$ cat src/rtl/rep_string_wb_seq.sv
// REP/single string-op sequencer driving ECX/ESI/EDI GPR write ports.
// Optional REPE/REPNE ZF termination is enabled by defining REP_ZF_TERM_EN.
module rep_string_wb_seq #(
    parameter logic [2:0] ECX_ID = 3'd1,
    parameter logic [2:0] ESI_ID = 3'd6,
    parameter logic [2:0] EDI_ID = 3'd7
) (
    input  logic        CLK,
    input  logic        CLR,
    input  logic        START,
    input  logic        REP_EN,
    input  logic [1:0]  OP_SIZE,
    input  logic        DF,
    input  logic        USE_ESI,
    input  logic        USE_EDI,
    input  logic [31:0] ECX_IN,
    input  logic [31:0] ESI_IN,
    input  logic [31:0] EDI_IN,
    input  logic        ITER_ACK,
    input  logic        ABORT,
`ifdef REP_ZF_TERM_EN
    input  logic [1:0]  REP_MODE,
    input  logic        ZF,
`endif
    output logic        ITER_REQ,
    output logic [31:0] GPR_DIN0,
    output logic [31:0] GPR_DIN1,
    output logic [31:0] GPR_DIN2,
    output logic [2:0]  WRGPR0,
    output logic [2:0]  WRGPR1,
    output logic [2:0]  WRGPR2,
    output logic [1:0]  GPRWE0,
    output logic [1:0]  GPRWE1,
    output logic [1:0]  GPRWE2,
    output logic        GPR_WV0,
    output logic        GPR_WV1,
    output logic        GPR_WV2,
    output logic        BUSY,
    output logic        DONE
);

    typedef enum logic [1:0] {S_IDLE, S_REQ, S_WB, S_FIN} state_t;

    state_t      state_q, state_d;
    logic [31:0] ecx_q, ecx_d, esi_q, esi_d, edi_q, edi_d;
    logic        rep_q, rep_d, df_q, df_d;
    logic        use_esi_q, use_esi_d, use_edi_q, use_edi_d;
    logic        abort_q, abort_d;
    logic [2:0]  step_q, step_d;
    logic [31:0] step32, delta, ecx_dec, esi_nxt, edi_nxt;
    logic        zf_stop, stop;

`ifdef REP_ZF_TERM_EN
    logic [1:0]  mode_q, mode_d;
    logic        zf_q, zf_d;
`endif

    assign step32  = {29'd0, step_q};
    assign delta   = df_q ? (32'd0 - step32) : step32;
    assign ecx_dec = ecx_q - 32'd1;
    assign esi_nxt = esi_q + delta;
    assign edi_nxt = edi_q + delta;

`ifdef REP_ZF_TERM_EN
    assign zf_stop = ((mode_q == 2'b10) && !zf_q) ||
                     ((mode_q == 2'b11) && zf_q);
`else
    assign zf_stop = 1'b0;
`endif

    // Abort is only honoured here, after the registers are written back.
    assign stop = !rep_q || (ecx_dec == 32'd0) || ABORT || abort_q || zf_stop;

    always_ff @(posedge CLK or negedge CLR) begin
        if (!CLR) begin
            state_q   <= S_IDLE;
            ecx_q     <= 32'd0;
            esi_q     <= 32'd0;
            edi_q     <= 32'd0;
            rep_q     <= 1'b0;
            df_q      <= 1'b0;
            use_esi_q <= 1'b0;
            use_edi_q <= 1'b0;
            abort_q   <= 1'b0;
            step_q    <= 3'd0;
        end else begin
            state_q   <= state_d;
            ecx_q     <= ecx_d;
            esi_q     <= esi_d;
            edi_q     <= edi_d;
            rep_q     <= rep_d;
            df_q      <= df_d;
            use_esi_q <= use_esi_d;
            use_edi_q <= use_edi_d;
            abort_q   <= abort_d;
            step_q    <= step_d;
        end
    end

`ifdef REP_ZF_TERM_EN
    always_ff @(posedge CLK or negedge CLR) begin
        if (!CLR) begin
            mode_q <= 2'b00;
            zf_q   <= 1'b0;
        end else begin
            mode_q <= mode_d;
            zf_q   <= zf_d;
        end
    end

    always_comb begin
        mode_d = mode_q;
        zf_d   = zf_q;
        if (state_q == S_IDLE && START) mode_d = REP_MODE;
        if (state_q == S_REQ && ITER_ACK) zf_d = ZF;
    end
`endif

    always_comb begin
        state_d = state_q;
        unique case (state_q)
            S_IDLE: if (START) state_d = (REP_EN && ECX_IN == 32'd0) ? S_FIN : S_REQ;
            S_REQ:  if (ITER_ACK) state_d = S_WB;
            S_WB:   state_d = stop ? S_FIN : S_REQ;
            S_FIN:  state_d = S_IDLE;
            default: state_d = S_IDLE;
        endcase
    end

    always_comb begin
        ecx_d     = ecx_q;
        esi_d     = esi_q;
        edi_d     = edi_q;
        rep_d     = rep_q;
        df_d      = df_q;
        use_esi_d = use_esi_q;
        use_edi_d = use_edi_q;
        step_d    = step_q;
        abort_d   = abort_q | ABORT;
        unique case (state_q)
            S_IDLE: begin
                abort_d = 1'b0;
                if (START) begin
                    ecx_d     = ECX_IN;
                    esi_d     = ESI_IN;
                    edi_d     = EDI_IN;
                    rep_d     = REP_EN;
                    df_d      = DF;
                    use_esi_d = USE_ESI;
                    use_edi_d = USE_EDI;
                    step_d    = (OP_SIZE == 2'b00) ? 3'd1 :
                                (OP_SIZE == 2'b01) ? 3'd2 : 3'd4;
                end
            end
            S_WB: begin
                abort_d = 1'b0;
                if (rep_q)     ecx_d = ecx_dec;
                if (use_esi_q) esi_d = esi_nxt;
                if (use_edi_q) edi_d = edi_nxt;
            end
            default: ;
        endcase
    end

    always_comb begin
        ITER_REQ = (state_q == S_REQ);
        BUSY     = (state_q != S_IDLE);
        DONE     = (state_q == S_FIN);
        GPR_WV0  = (state_q == S_WB) && rep_q;
        GPR_WV1  = (state_q == S_WB) && use_esi_q;
        GPR_WV2  = (state_q == S_WB) && use_edi_q;
        GPR_DIN0 = GPR_WV0 ? ecx_dec : 32'd0;
        GPR_DIN1 = GPR_WV1 ? esi_nxt : 32'd0;
        GPR_DIN2 = GPR_WV2 ? edi_nxt : 32'd0;
        WRGPR0   = ECX_ID;
        WRGPR1   = ESI_ID;
        WRGPR2   = EDI_ID;
        GPRWE0   = 2'b11;
        GPRWE1   = 2'b11;
        GPRWE2   = 2'b11;
    end

endmodule
$ cat config.mk
export PLATFORM = sky130hd
export DESIGN_NAME = rep_string_wb_seq
export DESIGN_NICKNAME = d
export VERILOG_FILES = /design/src/rtl/rep_string_wb_seq.sv
export SDC_FILE = /design/constraint.sdc
export NUM_CORES = 1
export LEC_CHECK = 0
export CORE_MARGIN = 2
export CORE_UTILIZATION = 43
export DETAILED_ROUTE_END_ITERATION = 8
export PLACE_DENSITY = 0.78
export SLEW_MARGIN = 10
export SYNTH_ARGS = -nofsm -noshare
export SYNTH_HDL_FRONTEND = slang
export SYNTH_SLANG_ARGS = --single-unit
$ cat constraint.sdc
create_clock -name CLK -period 6.5 [get_ports CLK]
set_input_delay 1.3 -clock CLK [delete_from_list [all_inputs] [get_ports CLK]]
set_output_delay 1.3 -clock CLK [all_outputs]
set_load 0.01 [all_outputs]
# ---- After elaboration in Yosys (flattened, before gate mapping)
# Index checks and enable logic that the tools add are counted.
dict set report word_totals {
  wordCells 65
  regBits 106
  in_bits 107
  out_inout_bits 117
}
dict set report op_classes {
  reduce_logical 20
  n_addsub 4
  eq_ne 9
  mux 21
  n_bitwise 1
}
# cell count
set op_table {}
lappend op_table {{32-bit 2-to-1 mux} 10}
lappend op_table {{32-bit one-hot mux with 2 select lines} 3}
lappend op_table {{32-bit adder} 2}
lappend op_table {{32-bit zero test} 2}
lappend op_table {{32-bit by 1-bit subtractor with 32-bit output (second input constant)} 1}
lappend op_table {{2-bit inequality test (second input constant)} 5}
lappend op_table {{3-bit AND reduction} 3}
lappend op_table {{2-bit 2-to-1 mux} 4}
lappend op_table {{2-bit one-hot mux with 4 select lines} 1}
lappend op_table {{3-bit 2-to-1 mux} 2}
lappend op_table {{2-bit by 1-bit equality test with 1-bit output (second input constant)} 2}
lappend op_table {{2-bit equality test (second input constant)} 2}
lappend op_table {{1-bit logical AND} 4}
lappend op_table {{2-bit zero test} 2}
lappend op_table {{2-bit AND reduction} 2}
lappend op_table {{2-bit nonzero test} 2}
lappend op_table {{1-bit by 3-bit subtractor with 4-bit output (first input constant)} 1}
lappend op_table {{1-bit logical OR} 3}
lappend op_table {{2-bit OR reduction} 1}
lappend op_table {{1-bit zero test} 1}
lappend op_table {{1-bit 2-to-1 mux} 1}
lappend op_table {{1-bit bitwise OR} 1}

# ---- Longest topological paths before layout
# Gate-level depths: netlist (run 1).
dict set report logic_depth {
  depth_word 7
  depth_mapped 13
  mapped_depth_nobuf 13
}

# ---- Worst setup path after synthesis (run 1)
# No wires, ideal clock.
dict set report synth_timing {
  path_type {register to output}
  start {register step_q[0]}
  end {output GPR_DIN1[27]}
  t_arrival_ns 4.147
  required_time_ns 5.200
  n_path_buf 0
  path_slack_ns 1.053
  stages_incl_launch_ff 11
  cell_sequence {dfrtp_1 -> o31ai_1 -> inv_1 -> ha_1 -> a2111oi_0 -> o21ai_0 -> a311oi_1 -> or2_2 -> a21oi_1 -> or3b_2 -> and3_1}
}
dict set report synth_via {
  elab_chain_len 4
}
# item line
set synth_lines {}
lappend synth_lines {{from (decl)} 49} ;# logic [2:0] step_q, step_d;
lappend synth_lines {{from (signal assigned)} 96} ;# step_q <= step_d;
lappend synth_lines {{1-bit by 3-bit subtractor with 4-bit output} 59} ;# assign delta = df_q ? (32'd0 - step32) : step32;
lappend synth_lines {{32-bit 2-to-1 mux (*)} 59}
lappend synth_lines {{32-bit adder (*)} 61} ;# assign esi_nxt = esi_q + delta;
lappend synth_lines {{32-bit 2-to-1 mux (*)} 173} ;# GPR_DIN1 = GPR_WV1 ? esi_nxt : 32'd0;
lappend synth_lines {{to (decl)} 27} ;# output logic [31:0] GPR_DIN1,
# Mark *: on every way between the ends. The rest lies on a longest branch, timed or not.

# ---- Final worst setup path (run 1)
dict set report layout_timing {
  start {register step_q[0]}
  end {output GPR_DIN1[31]}
}
# Same word-level chain as after synthesis.

==> results of run 1 <==
[timing repair]
action / 4_1_cts / 5_1_grt
setup endpoints to repair: 0 / 1
gates resized for setup: 0 / 2
buffers inserted: 0 / 0
[power groups by stage]
stage                     sequential [mW]  combinational [mW]  clock, mW
after CTS                            1.31                4.52      0.597
after global routing                 1.36                5.08      0.623
final                                1.31                4.58      0.587
after global placement               1.30                4.39          0
after detailed placement             1.31                4.48          0
after floorplan                      1.18                3.39          0
[path summary, 6_finish.rpt]
check                               end  slack (ns)
setup / recovery           GPR_DIN1[31]        0.47
hold / removal                 esi_q[2]        0.49
min in group asynchronous      edi_q[7]        0.98
max in group asynchronous     esi_q[20]        4.31
hold reg to reg                esi_q[2]        0.49
setup reg to reg              ecx_q[30]        2.55
[per-layer routing]
layer / track usage (%) / vias up / wire length (µm) / share of wire, %
met2: 42.1 / 422 / 14300 / 47
li1: - / 4910 / - / -
met4: 7.34 / 0 / 586 / 1.9
met3: 4.25 / 44 / 2260 / 7.5
met5: 0 / - / 0 / 0
met1: 33.6 / 4709 / 13100 / 43
[flip-flops by register name, summed over array words and instances (netlist names), 2 cells and up]
name	flops
state_q	2
edi_q	32
ecx_q	32
step_q	3
esi_q	32
[logic make-up after synthesis]
| group | count (synthesis) |
|---|---|
| simple gates | 489 |
| compound gates | 430 |
| buf+inv | 112 |
| flops | 106 |
| xor+xnor | 86 |
| fa+ha+maj | 67 |
| mux | 5 |
| other cells | 2 |
[cell usage in the layout (no fill, tap or decap), types with 4 or more instances in the layout]
cell | Yosys | routed
nand3_1 | 25 | 25
o21bai_1 | 13 | 13
ha_1 | 65 | 65
clkbuf_16 | 0 | 9
o21ai_0 | 120 | 120
o21a_1 | 20 | 20
conb_1 | 2 | 15
or3_1 | 17 | 17
dfrtp_1 | 106 | 106
nand4_1 | 13 | 13
nor4_1 | 13 | 13
nand2_1 | 128 | 128
a311oi_1 | 6 | 6
o31ai_1 | 6 | 6
or4_1 | 4 | 4
nand2b_1 | 13 | 12
a21o_1 | 18 | 18
a21boi_0 | 5 | 5
and2_1 | 5 | 5
a211o_1 | 5 | 5
xnor2_1 | 46 | 46
a31oi_1 | 16 | 16
nor4b_1 | 4 | 4
a21oi_1 | 163 | 163
xor2_1 | 40 | 40
nor2b_1 | 7 | 6
o211ai_1 | 10 | 10
and3_1 | 28 | 28
a211oi_1 | 13 | 13
nor2_1 | 200 | 198
buf_4 | 15 | 13
clkdlybuf4s50_1 | 0 | 207
nor3_1 | 13 | 13
inv_1 | 25 | 24
o22ai_1 | 12 | 12
[worst register-to-register path, cell delays in order (launching register included)]
cell and delay, ns:
dfrtp_1 0.42, inv_1 0.09, ha_1 0.26, or4b_1 0.62
or4_4 0.61, or4_4 0.54, or3b_4 0.45, or3_4 0.37
nor3_4 0.16, a31oi_1 0.11, o22a_1 0.22
[stage by stage]
step | setup WS, ns | hold WS, ns | util, % | instance area [µm²] | cells
after floorplan | 1.05 | 0.456 | - | 9650 | 1310
after global placement | 0.944 | 0.473 | 53.8 | 11800 | 1724
after detailed placement | 0.755 | 0.481 | 53.8 | 11800 | 1724
after CTS | 0.345 | 0.498 | 55.2 | 12100 | 1740
after global routing | 0.199 | 0.514 | 55.3 | 12100 | 1740
final | 0.467 | 0.493 | 55.3 | 12100 | 1740
[area by class of cell]
type	instances	area (µm²)
Fill cell	2049	9800
Multi-Input combinational cell	1092	6520
Sequential cell	106	2650
Timing Repair Buffer	220	2170
Tap cell	280	350
Clock buffer	11	243
Inverter	26	100
Clock inverter	5	62.6
==> run metrics, run 1 <==
RSZ-0062 raised after global routing no; CTS tree yes; synth top area cells dfrtp_1, a21oi_1, ha_1, nor2_1, o21ai_0; Layout area overhead 26.0%; pin count of the biggest net entering global routing 69; Die Area 23,500 µm²; XOR/XNOR Fraction of Synth Area 7.85%; share of post-route cells with drive strength above 1 3.29%; post-DP HPWL 22,100 µm; crit-path leading delay family compound AO/OA/AOI/OAI gates; mapped cell area 9600 µm²; internal power 3.11 mW; cell depth of the worst setup path 13; initial antenna violation count 0; Hold Crit Class register to register; Crit Path Max Fanout 45; Fin. Hold Viols 0; Data required, critical path 5.20 ns; htree depth 3; # IOs 224; Worst Setup End Kind primary output; largest stage delay on the critical path 0.59 ns; Nets 1,629; DRC violations left 0; worst-margin pin slew 1.15 ns; post-synth top area cell dfrtp_1; critical path arrival 4.73 ns; simple-gate share of the synthesized area 23.5%; mux cell area share after synthesis 0.548%; DR vias/cell 5.80; Post-synth EDFFs 0; setup total negative slack 0 ns; Synth cell types 67; routed len/inst 17.4 µm; max frequency 166 MHz; Final Cycle Share 92.8%; cells after synthesis 1,297; R2R depth 10; crit path time final 6.03 ns; max-cap violations 0; Root Buffer clkbuf_16; Leak 4.96 nW; switching share of power 52.0%; startpoint types register; first-pass GRT wire length 49,000 µm; Worst Setup Path Type register to primary output; Die Span Y 153 µm; clock share of power 9.1%; adder-cell share of the synthesized area 8.89%; core area 21,900 µm²; peak supply drop 0.202 mV; GRT Overall Usage 25.2%; Worst Setup SP step_q[0]; ANT cells 0; top-area cell type share of the netlist area 27.6%; DRT Pass-1 Iters 6; slew margin rel. 23.0%; DRT antenna net count 0; TritonCTS Buffers 9; synth warn 0; Worst-Skew Late Latency 0.37 ns; vias in the first global route 9,736; proportion of synthesized chip area in sequential cells 27.6%; Comb pwr share 70.7%; FP Rows 54; final setup vio count 0; Final Skew 0.00971 ns; top-count cell post-synth nor2_1; GPL Wtd Cong 0.963; CTS Sinks 106; status finished clean; remaining global-route overflow 0; Psw 3.37 mW; DR vias 10,100; worst hold path startpoint esi_q[2]; hold path cells 2; chip width 153 µm; Flop pwr share 20.2%; most used flip-flop cell after synthesis dfrtp_1; maximum buffer depth of the clock tree 2; power density over cell area 536 nW/µm²; launching point of the worst reg2reg path ecx_q[0]; FF+latch count, synth 106; synthesized area per cell 7.40 µm²; drt initial violations 834; fraction of registers with async set/reset 100%; PortBufs 208; initial core utilization 43.8%; most frequent cells after synthesis nor2_1, a21oi_1, nand2_1; largest family of logic cells by synthesized area compound AO/OA/AOI/OAI gates; Worst path slowest cell clkdlybuf4s50_1; Compound-Gate Fraction of Synth Area 26.3%; total power 6.48 mW; final slew viol count 0; crit-path cells o31ai_1 > buf_4 > inv_4 > ha_1 > nand2_1 > o21ai_0 > o2111ai_1 > o211ai_1 > nand2_1 > a21oi_1 > mux2i_1 > mux2i_1 > clkdlybuf4s50_1; hold buffers post-CTS 0; critical path buffer and inverter count 3; Worst-path clk slew 0.08 ns; WL final 30,200 µm
(Power assumes the default switching activity.)
==> inputs of run 2 (changes only) <==
- CTS_CLUSTER_DIAMETER: not set -> 80
==> results of run 2 <==
No change in the layout: final DEF, timing and power equal those of run 1.
==> inputs of run 3 (changes only) <==
- CORE_UTILIZATION: 43 -> 52
- PLACE_DENSITY: 0.78 -> 0.91
- clock period: 6.5 -> 5.9 ns (I/O delays scaled with it)
==> run metrics, run 3 (synthesis results as in run 1) <==
FP Rows 49; peak supply drop 0.278 mV; startpoint types register; DR vias/cell 6.00; worst-margin pin slew 1.18 ns; DRC violations left 0; routed len/inst 17.3 µm; GPL Wtd Cong 0.956; Placement Setup Slack 0.478 ns; Worst Slack Setup Final 0.179 ns; critical path arrival 4.54 ns; most frequent cells in the layout clkdlybuf4s50_1, nor2_1, a21oi_1; final slew viol count 0; max frequency 175 MHz; DRT Pass-1 Iters 5; worst hold margin 0.494 ns; internal power 3.40 mW; Worst-path clk slew 0.08 ns; vias in the first global route 9,511; commonest non-fill, non-tap cell in the layout clkdlybuf4s50_1; first-pass GRT wire length 47,500 µm; RSZ-0062 raised after global routing yes; switching share of power 52.1%; TritonCTS Buffers 9; Root Buffer clkbuf_16; status finished clean; DRT antenna net count 0; hold buffers post-CTS 0; Nets 1,630; PortBufs 208; Psw 3.69 mW; # IOs 224; DR vias 10,100; ANT cells 0; drt initial violations 916; clock share of power 8.6%; maximum buffer depth of the clock tree 2; postcts setup bufs 0; Die Span Y 140 µm; Layout area overhead 25.4%; htree depth 3; pin count of the biggest net entering global routing 72; Die Area 19,600 µm²; crit path time final 5.72 ns; Flop pwr share 20.4%; slew margin rel. 21.3%; CTS tree yes; initial core utilization 53.2%; Final Cycle Share 97.0%; Comb pwr share 71.1%; share of post-route cells with drive strength above 1 3.70%; remaining global-route overflow 0; Worst Setup Path Type register to primary output; setup total negative slack 0 ns; GRT Overall Usage 29.4%; Fin. Hold Viols 0; Final Skew 0.00914 ns; final setup vio count 0; initial antenna violation count 0; chip width 140 µm; max-cap violations 0; Data required, critical path 4.72 ns; WL final 29,300 µm; Leak 4.97 nW; post-DP HPWL 21,700 µm; Crit Path Max Fanout 4; core area 18,000 µm²; power density over cell area 588 nW/µm²; Hold Crit Class register to register; Top Registers ecx_q x32, edi_q x32, esi_q x32; total power 7.08 mW; CTS Sinks 106; Worst-Skew Late Latency 0.36 ns; Worst Setup End Kind primary output
run 3: cell type report:
type	instances	area, µm²
clock buffer	10	239
clock inverter	6	47.5
fill	1517	5990
inverter	26	100
multi-input combinational	1092	6540
sequential	106	2650
tap	229	287
timing repair buffer	221	2180
run 3: layer usage:
layer | up-vias | global-route usage (%) | wire, µm
met5 | - | 0 | 0
met4 | 0 | 7.74 | 627
met3 | 47 | 4.09 | 1960
met2 | 431 | 49.0 | 13900
met1 | 4754 | 40.2 | 12800
li1 | 4904 | - | -
run 3: worst max-delay path: stages, from the launching register on:
cell	delay (ns)
dfrtp_1	0.41
inv_1	0.09
ha_1	0.29
nand2_1	0.06
o21ai_0	0.31
ha_1	0.44
a211oi_1	0.09
o21ai_0	0.44
a311oi_1	0.24
o211ai_1	0.30
nand2_1	0.16
a21oi_2	0.29
mux2i_1	0.26
mux2i_1	0.24
clkdlybuf4s50_1	0.56
run 3: timing repair:
action                                  in CTS  in global routing
endpoints found under the hold margin        0                  0
endpoints found under the setup margin       0                 17
resized for setup                            0                  8
run 3: path summary, 6_finish.rpt:
| check | from | endpoint | slack, ns | depth (start not counted) |
|---|---|---|---|---|
| min in group asynchronous | CLR | edi_q[7] | 0.85 | 1 |
| max in group asynchronous | CLR | edi_q[28] | 3.81 | 2 |
| worst max-delay path | step_q[0] | GPR_DIN1[31] | 0.18 | 14 |
| worst min register to register | esi_q[22] | esi_q[22] | 0.49 | 1 |
| worst min-delay path | esi_q[22] | esi_q[22] | 0.49 | 1 |
| worst max register to register | ecx_q[0] | ecx_q[30] | 2.06 | 10 |
run 3: through the flow:
| step | area, µm² | std cells | util (%) |
|---|---|---|---|
| 2_1_floorplan | 9650 | 1310 | - |
| 3_3_place_gp | 11700 | 1674 | 65.1 |
| 3_5_place_dp | 11700 | 1674 | 65.1 |
| 4_1_cts | 12000 | 1690 | 66.7 |
| 5_1_grt | 12000 | 1690 | 66.8 |
| 6_report | 12000 | 1690 | 66.8 |
run 3: power groups by stage:
| stage | logic [mW] | registers [mW] | clock network, mW |
|---|---|---|---|
| CTS | 4.94 | 1.43 | 0.618 |
| floorplan | 3.74 | 1.30 | 0 |
| finish | 5.03 | 1.44 | 0.606 |
| global route | 5.58 | 1.49 | 0.650 |
| global placement | 4.79 | 1.43 | 0 |
| detailed placement | 4.91 | 1.44 | 0 |
